## config.mk

```make
export PLATFORM = sky130hd
export DESIGN_NAME = barrel_shifter_pipe_flat
export DESIGN_NICKNAME = d
export VERILOG_FILES = /design/src/rtl/barrel_shifter_pkg.sv /design/src/rtl/barrel_shifter_pipe_if.sv /design/src/rtl/barrel_shift_level.sv /design/src/rtl/barrel_shifter_pipe.sv /design/src/flat_wrapper.sv
export SDC_FILE = /design/constraint.sdc
export NUM_CORES = 1
export LEC_CHECK = 0
export BUFFER_PORTS_ARGS = -buffer_cell sky130_fd_sc_hd__buf_2
export CAP_MARGIN = 0
export CORE_UTILIZATION = 46
export DETAILED_ROUTE_END_ITERATION = 16
export PLACE_DENSITY_LB_ADDON = 0.15
export SYNTH_ARGS = -nofsm -noshare
export SYNTH_HDL_FRONTEND = slang
export SYNTH_SLANG_ARGS = --single-unit
```

## constraint.sdc

```tcl
create_clock -name clock -period 2.9 [get_ports clock]
set_clock_uncertainty 0.1 [all_clocks]
set_input_delay 0.145 -clock clock [delete_from_list [all_inputs] [get_ports clock]]
set_output_delay 0.145 -clock clock [all_outputs]
set_load 0.02 [all_outputs]
```

## src/rtl/barrel_shifter_pkg.sv

```systemverilog
//------------------------------------------------------------------------------
// Module   : barrel_shifter_pkg
// Purpose  : Shared types and elaboration helpers for the pipelined barrel
//            shifter (op encoding, mux-level to pipeline-stage mapping).
// Options  : BARREL_SHIFTER_STICKY_EN (used by the shifter, not this package)
// Revision : 1.0 - initial release
//------------------------------------------------------------------------------
`default_nettype none

package barrel_shifter_pkg;

    localparam int OP_W = 2;

    // Encoding 3 is reserved; every consumer decodes it as LOGIC.
    typedef enum logic [OP_W-1:0] {
        LOGIC = 2'd0,
        ARITH = 2'd1,
        ROT   = 2'd2
    } shift_op_t;

    // Mux levels handled by one stage; the remainder goes to the earliest
    // stages, so stage 0 always carries ceil(saw/stages) levels.
    function automatic int levels_in_stage(input int saw, input int stages, input int stage);
        return (saw / stages) + ((stage < (saw % stages)) ? 1 : 0);
    endfunction

    // Index of the first mux level handled by a stage.
    function automatic int first_level(input int saw, input int stages, input int stage);
        int acc;
        acc = 0;
        for (int s = 0; s < stage; s++) begin
            acc += levels_in_stage(saw, stages, s);
        end
        return acc;
    endfunction

    // Stage that owns a given mux level.
    function automatic int stage_of_level(input int saw, input int stages, input int level);
        int st;
        st = 0;
        for (int s = 0; s < stages; s++) begin
            if (level >= first_level(saw, stages, s)) begin
                st = s;
            end
        end
        return st;
    endfunction

endpackage

`default_nettype wire

```

## src/rtl/barrel_shifter_pipe_if.sv

```systemverilog
//------------------------------------------------------------------------------
// Module   : barrel_shifter_pipe_if
// Purpose  : Valid/ready operand and result bundle of the pipelined shifter.
//            master = producer/consumer side, slave = the shifter itself.
// Options  : BARREL_SHIFTER_STICKY_EN adds out_sticky
// Revision : 1.0 - initial release
//------------------------------------------------------------------------------
`default_nettype none

interface barrel_shifter_pipe_if
    import barrel_shifter_pkg::*;
#(
    parameter int WIDTH = 32
) ();

    localparam int SAW = $clog2(WIDTH);

    logic             in_valid;
    logic             in_ready;
    logic [WIDTH-1:0] in_data;
    logic [SAW-1:0]   in_sa;
    logic             in_left;
    logic [OP_W-1:0]  in_op;
    logic             out_valid;
    logic             out_ready;
    logic [WIDTH-1:0] out_data;
`ifdef BARREL_SHIFTER_STICKY_EN
    logic             out_sticky;
`endif

    modport master (
        output in_valid, in_data, in_sa, in_left, in_op, out_ready,
        input  in_ready, out_valid, out_data
`ifdef BARREL_SHIFTER_STICKY_EN
        , input out_sticky
`endif
    );

    modport slave (
        input  in_valid, in_data, in_sa, in_left, in_op, out_ready,
        output in_ready, out_valid, out_data
`ifdef BARREL_SHIFTER_STICKY_EN
        , output out_sticky
`endif
    );

endinterface

`default_nettype wire

```

## src/rtl/barrel_shift_level.sv

```systemverilog
//------------------------------------------------------------------------------
// Module   : barrel_shift_level
// Purpose  : One combinational mux level of the barrel shifter: shifts or
//            rotates by DIST when en is set and folds dropped bits into the
//            sticky chain.
// Revision : 1.0 - initial release
//------------------------------------------------------------------------------
`default_nettype none

module barrel_shift_level
    import barrel_shifter_pkg::*;
#(
    parameter int WIDTH = 32,
    parameter int DIST  = 1
) (
    input  wire  [WIDTH-1:0] data_in,
    input  wire              en,
    input  wire              left,
    input  wire  [OP_W-1:0]  op,
    input  wire              sticky_in,
    output logic [WIDTH-1:0] data_out,
    output logic             sticky_out
);

    logic            w_is_rot;
    logic            w_fill;
    logic [DIST-1:0] w_hi;
    logic [DIST-1:0] w_lo;

    assign w_is_rot = (op == ROT);
    // Sign fill only for arithmetic right; arithmetic left is a plain left.
    assign w_fill   = (op == ARITH) && data_in[WIDTH-1];
    assign w_hi     = data_in[WIDTH-1 -: DIST];
    assign w_lo     = data_in[DIST-1:0];

    // Select shifted/rotated word and accumulate bits that fall off the end.
    // Total shift never exceeds WIDTH-1, so the low bits dropped on a right
    // shift are always original operand bits, never earlier sign fill.
    always_comb begin
        data_out   = data_in;
        sticky_out = sticky_in;
        if (en) begin
            if (w_is_rot) begin
                data_out = left ? {data_in[WIDTH-DIST-1:0], w_hi}
                                : {w_lo, data_in[WIDTH-1:DIST]};
            end else if (left) begin
                data_out   = {data_in[WIDTH-DIST-1:0], {DIST{1'b0}}};
                sticky_out = sticky_in | (|w_hi);
            end else begin
                data_out   = {{DIST{w_fill}}, data_in[WIDTH-1:DIST]};
                sticky_out = sticky_in | (|w_lo);
            end
        end
    end

endmodule

`default_nettype wire

```

## src/rtl/barrel_shifter_pipe.sv

```systemverilog
//------------------------------------------------------------------------------
// Module   : barrel_shifter_pipe
// Purpose  : Parametrised barrel shifter (logical/arithmetic/rotate) with
//            STAGES register stages and a global-stall valid/ready handshake.
//            Latency is STAGES cycles, throughput one beat per cycle.
// Options  : BARREL_SHIFTER_STICKY_EN adds a pipelined sticky bit
// Revision : 1.0 - initial release
//------------------------------------------------------------------------------
`default_nettype none

module barrel_shifter_pipe
    import barrel_shifter_pkg::*;
#(
    parameter int WIDTH  = 32,
    parameter int STAGES = 2
) (
    input  wire                   clock,
    input  wire                   reset,
    barrel_shifter_pipe_if.slave  bus
);

    localparam int SAW = $clog2(WIDTH);

    // Per-level combinational chain.
    logic [SAW-1:0][WIDTH-1:0] w_lvl_in;
    logic [SAW-1:0][WIDTH-1:0] w_lvl_out;
    logic [SAW-1:0]            w_lvl_en;
    logic [SAW-1:0]            w_lvl_left;
    logic [SAW-1:0][OP_W-1:0]  w_lvl_op;
    logic [SAW-1:0]            w_lvl_sticky_in;
    logic [SAW-1:0]            w_lvl_sticky_out;

    // Stage outputs feeding the stage registers.
    logic [WIDTH-1:0]          w_stage_data [STAGES];

    // Stage registers: partial result plus the control still needed.
    logic                      r_valid [STAGES];
    logic [WIDTH-1:0]          r_data  [STAGES];
    logic [SAW-1:0]            r_sa    [STAGES];
    logic                      r_left  [STAGES];
    logic [OP_W-1:0]           r_op    [STAGES];
`ifdef BARREL_SHIFTER_STICKY_EN
    logic                      w_stage_sticky [STAGES];
    logic                      r_sticky       [STAGES];
`else
    logic                      w_unused_sticky;
    assign w_unused_sticky = |w_lvl_sticky_out;
`endif

    logic                      w_stall;

    // One stalled output freezes the whole pipe; in_ready is its inverse.
    assign w_stall      = r_valid[STAGES-1] && !bus.out_ready;
    assign bus.in_ready = !w_stall;

    for (genvar k = 0; k < SAW; k++) begin : g_level
        localparam int S     = stage_of_level(SAW, STAGES, k);
        localparam bit FIRST = (first_level(SAW, STAGES, S) == k);

        if (S == 0) begin : g_ctl_in
            assign w_lvl_en[k]   = bus.in_sa[k];
            assign w_lvl_left[k] = bus.in_left;
            assign w_lvl_op[k]   = bus.in_op;
        end else begin : g_ctl_reg
            assign w_lvl_en[k]   = r_sa[S-1][k];
            assign w_lvl_left[k] = r_left[S-1];
            assign w_lvl_op[k]   = r_op[S-1];
        end

        if (FIRST && (S == 0)) begin : g_src_in
            assign w_lvl_in[k]        = bus.in_data;
            assign w_lvl_sticky_in[k] = 1'b0;
        end else if (FIRST) begin : g_src_reg
            assign w_lvl_in[k]        = r_data[S-1];
`ifdef BARREL_SHIFTER_STICKY_EN
            assign w_lvl_sticky_in[k] = r_sticky[S-1];
`else
            assign w_lvl_sticky_in[k] = 1'b0;
`endif
        end else begin : g_src_chain
            assign w_lvl_in[k]        = w_lvl_out[k-1];
            assign w_lvl_sticky_in[k] = w_lvl_sticky_out[k-1];
        end

        barrel_shift_level #(
            .WIDTH (WIDTH),
            .DIST  (1 << k)
        ) u_level (
            .data_in    (w_lvl_in[k]),
            .en         (w_lvl_en[k]),
            .left       (w_lvl_left[k]),
            .op         (w_lvl_op[k]),
            .sticky_in  (w_lvl_sticky_in[k]),
            .data_out   (w_lvl_out[k]),
            .sticky_out (w_lvl_sticky_out[k])
        );
    end

    for (genvar s = 0; s < STAGES; s++) begin : g_tap
        localparam int LAST = first_level(SAW, STAGES, s) + levels_in_stage(SAW, STAGES, s) - 1;
        assign w_stage_data[s] = w_lvl_out[LAST];
`ifdef BARREL_SHIFTER_STICKY_EN
        assign w_stage_sticky[s] = w_lvl_sticky_out[LAST];
`endif
    end

    // Advance every stage together unless the output is back-pressured.
    always_ff @(posedge clock) begin
        if (reset) begin
            for (int s = 0; s < STAGES; s++) begin
                r_valid[s]  <= 1'b0;
                r_data[s]   <= '0;
                r_sa[s]     <= '0;
                r_left[s]   <= 1'b0;
                r_op[s]     <= '0;
`ifdef BARREL_SHIFTER_STICKY_EN
                r_sticky[s] <= 1'b0;
`endif
            end
        end else if (!w_stall) begin
            r_valid[0]  <= bus.in_valid;
            r_data[0]   <= w_stage_data[0];
            r_sa[0]     <= bus.in_sa;
            r_left[0]   <= bus.in_left;
            r_op[0]     <= bus.in_op;
`ifdef BARREL_SHIFTER_STICKY_EN
            r_sticky[0] <= w_stage_sticky[0];
`endif
            for (int s = 1; s < STAGES; s++) begin
                r_valid[s]  <= r_valid[s-1];
                r_data[s]   <= w_stage_data[s];
                r_sa[s]     <= r_sa[s-1];
                r_left[s]   <= r_left[s-1];
                r_op[s]     <= r_op[s-1];
`ifdef BARREL_SHIFTER_STICKY_EN
                r_sticky[s] <= w_stage_sticky[s];
`endif
            end
        end
    end

    assign bus.out_valid  = r_valid[STAGES-1];
    assign bus.out_data   = r_data[STAGES-1];
`ifdef BARREL_SHIFTER_STICKY_EN
    assign bus.out_sticky = r_sticky[STAGES-1];
`endif

endmodule

`default_nettype wire

```

## src/flat_wrapper.sv

```systemverilog
// flat-port wrapper written by rule: the top's interface ports become plain ports
module barrel_shifter_pipe_flat import barrel_shifter_pkg::*;
#(
    parameter int WIDTH  = 32,
    parameter int STAGES = 2
)
  (clock, reset, bus_in_valid, bus_in_data, bus_in_sa, bus_in_left, bus_in_op, bus_out_ready, bus_in_ready, bus_out_valid, bus_out_data);
  barrel_shifter_pipe_if #(.WIDTH(WIDTH)) bus_i ();
  input  wire clock;
  input  wire reset;
  input wire logic [$bits(bus_i.in_valid)-1:0] bus_in_valid;
  input wire logic [$bits(bus_i.in_data)-1:0] bus_in_data;
  input wire logic [$bits(bus_i.in_sa)-1:0] bus_in_sa;
  input wire logic [$bits(bus_i.in_left)-1:0] bus_in_left;
  input wire logic [$bits(bus_i.in_op)-1:0] bus_in_op;
  input wire logic [$bits(bus_i.out_ready)-1:0] bus_out_ready;
  output wire logic [$bits(bus_i.in_ready)-1:0] bus_in_ready;
  output wire logic [$bits(bus_i.out_valid)-1:0] bus_out_valid;
  output wire logic [$bits(bus_i.out_data)-1:0] bus_out_data;
  assign bus_i.in_valid = bus_in_valid;
  assign bus_i.in_data = bus_in_data;
  assign bus_i.in_sa = bus_in_sa;
  assign bus_i.in_left = bus_in_left;
  assign bus_i.in_op = bus_in_op;
  assign bus_i.out_ready = bus_out_ready;
  assign bus_in_ready = bus_i.in_ready;
  assign bus_out_valid = bus_i.out_valid;
  assign bus_out_data = bus_i.out_data;
  barrel_shifter_pipe #(.WIDTH(WIDTH), .STAGES(STAGES)) u_core (.clock(clock), .reset(reset), .bus(bus_i));
endmodule
```

==> reports/metrics.csv <==
stage,metric,value,unit
run_status,status,completed,
layout,nets,783,
logic_synthesis,ys_types,56,
global_route,gr-usage-met1,33.8,%
sta,slew_headroom,49.2,%
sta,slew_viol_final,0,
logic_synthesis,ys_ff_latch,71,
clock_network,clock_latency,0.34,ns
setup_path,critPathMostFrequentCell,buf_4,
setup_path,critPathLaunchType,input pin,
placement,portBuffers,77,
logic_synthesis,synthArstFlopShare,0,%
pwr,p_leak,2.84,nW
setup_path,crit_family,buffers and inverters,
setup_path,slowest_stage,nor3_1,
placement,gp_congestion,0.918,
setup_path,arrival,2.25,ns
logic_synthesis,yosys-top-cells-area,"edfxtp_1 35%, mux2i_1 12%, nor2_1 6.2%",
clock_network,postCtsSetupRepairBufs,0,
sta,setup_tns,0,ns
logic_synthesis,syn_area,6140,sq um
global_route,antenna_found_initial,0,
sta,fin_crit_sh,78.8,%
floorplan,rows,41,
logic_synthesis,synth_top_flop_cell,edfxtp_1,
logic_synthesis,synth-seq-area-share,34.7,%
global_route,grt_max_degree,69,
sta,worst_pin_slew,0.762,ns
setup_path,critPathLaunch,bus_in_left,
global_route,first_global_vias,5056,
global_route,overflow,0,
worst_hold_path,min_path_type,in -> reg,
setup_path,worstPathCellList,"buf_4, buf_4, mux2i_1, nor2_1, nor3_1, mux2_2, o22ai_1",
layout,utilization,54.3,%
clock_network,cts_resized,0,
worst_hold_path,hp-start,bus_in_op[1],
setup_path,critPathKind,in -> reg,
sta,fin_crit,2.29,ns
pwr,ir_drop,0.253,mV
setup_path,cp.required,2.86,ns
route,ant_nets,0,
sta,report.final.setup_viol,0,
logic_synthesis,synthCells,691,
clock_network,cts-root-buf,clkbuf_16,
logic_synthesis,synth_largest_area_cell,edfxtp_1,
layout,n_antenna_cell,0,
layout,finalInstanceArea,6960,sq um
clock_network,cts_made_buffers,9,
placement,post-place-ws,0.369,ns
global_route,track_usage,25.2,%
floorplan,die_area,13800,sq um
sta,setup_ws,0.614,ns
setup_path,crit_path_end_kind,flip-flop,
floorplan,chipHeight,118,microns
logic_synthesis,synth_edf_count,71,
setup_path,timing.rr.start,u_core.r_valid[0][1],
route,initialDrtViolationCount,480,
route,drc,0,
logic_synthesis,synth_warnings,0,
layout,stdcell_count,915,
route,num_vias,5580,
flow_run,max_cap_violations,0,
global_route,use_met2,41.7,%
setup_path,worst-path-buf-inv,2,
setup_path,worstPathMaxFanout,68,
clock_network,clkTransAtPathRegs,0.06,ns
route,dr.pass1.iters,5,
route,wirelength,17400,microns
clock_network,cts.path.max_buffers,2,
global_route,grt_pass1_wl,27600,microns
clock_network,cts_tree,done,
setup_path,regToRegSetupSlack,0.71,ns
floorplan,core,12800,sq um
logic_synthesis,synth_top_area_share,34.7,%
setup_path,slowest_delay,0.58,ns
floorplan,ios,78,
logic_synthesis,syn_area_per_cell,8.89,sq um
pwr,power_density,499,nW/um^2
floorplan,fp.dieW,118,microns
route,drt-vias-per-instance,6.10,
sta,fmax,0.437,GHz
layout,drive_above_1_share,19.2,%
global_route,busiest_layer,met2,
clock_network,cts_max_level,3,
sta,rsz0062_at_grt,false,
sta,hold_viol,0,
route,routedWlPerCell,19.0,microns
placement,dp_hpwl,12900,microns
placement,dp.cells,897,
logic_synthesis,syn-num-nets,735,
floorplan,initial_core_util,47.9,%
layout,area_growth,13.3,%
clock_network,cts_num_sinks,71,
placement,placed_cell_area,6620,sq um
global_route,use_met3,2.57,%
-- placed cells by master, fill, tap and decap left out, types with 5 or more instances in the layout --
master	n
and2_1	12
nor3_1	14
o21ai_0	21
buf_2	76
a311oi_1	7
nand3b_1	10
mux2i_1	74
nor2_1	101
edfxtp_1	71
a211oi_1	11
nand2_1	35
inv_1	12
mux2_2	12
a21oi_1	71
o22ai_1	23
buf_4	21
nand3_1	5
mux4_2	13
clkbuf_16	9
nand2b_1	16
o21ai_1	9
o221ai_1	5
a31oi_1	13
nor2b_1	18
a22oi_1	16
-- through the flow --
stage | hold WS [ns] | total power, mW
6_report | 0.0805 | 3.48
2_1_floorplan | 0.243 | 2.03
3_5_place_dp | 0.327 | 2.33
4_1_cts | 0.0695 | 3.48
3_3_place_gp | 0.321 | 2.31
5_1_grt | 0.0931 | 3.62
-- cell families (layout without fill, tap and decap cells) --
kind of cell	after synthesis	after routing	synth area share [%]
buffers and inverters	80	132	6.34
and+or+nand+nor	225	225	17.3
DFF	71	71	34.7
muxes	103	103	19.8
AOI/OAI and AO/OA	212	212	21.9
-- power breakdown --
group | internal [mW] | switching (mW) | leakage [nW]
logic | 0.382 | 0.611 | 1.86
registers | 1.27 | 0.0674 | 0.827
clock network | 0.745 | 0.403 | 0.151
-- final cells by class --
cell class,instances,area [sq um]
clock buffers,9,225
multi-input cells,540,3620
fillers,1255,5860
inverters,14,52.6
well taps,172,215
clock inverters,6,85.1
repair buffers,103,628
flip-flops and latches,71,2130
-- per-layer routing --
metal	part of all wire, %	up-vias
li1	-	2688
met1	43	2636
met2	49	226
met3	5.6	30
met4	2.5	0
met5	0	-
-- worst paths after layout --
check,endpoint,cells after the start
max,u_core.r_data[0][7],7
min,u_core.r_op[0][1],2
max reg2reg,u_core.r_data[0][16],4
min reg2reg,u_core.r_valid[0][1],1
-- cells in the mapped netlist, types with 5 or more instances --
library cell    n
o22ai_1        23
inv_1          12
buf_2          23
clkbuf_1       23
o21ai_1         9
a31oi_1        13
nand2b_1       17
nor3_1         14
a21oi_1        71
a22oi_1        16
edfxtp_1       71
mux2_2         12
buf_1          10
a311oi_1        7
o221ai_1        5
and2_1         12
mux4_2         13
o21ai_0        21
nand3_1         5
nor2_1        101
nand3b_1       10
nand2_1        35
mux2i_1        74
buf_4           6
nor2b_1        18
a211oi_1       11
-- flip-flops by register name, indices dropped and copies added, names as in the netlist --
name / flops
u_core.r_data: 64
u_core.r_left: 1
u_core.r_sa: 2
u_core.r_op: 2
u_core.r_valid: 2
-- timing repair --
item / in CTS / in global routing
hold endpoints to repair: 3 / 0
endpoints found under the setup margin: 0 / 0
hold buffers: 3 / 0
No activity file was read; power rests on OpenSTA's default activity.
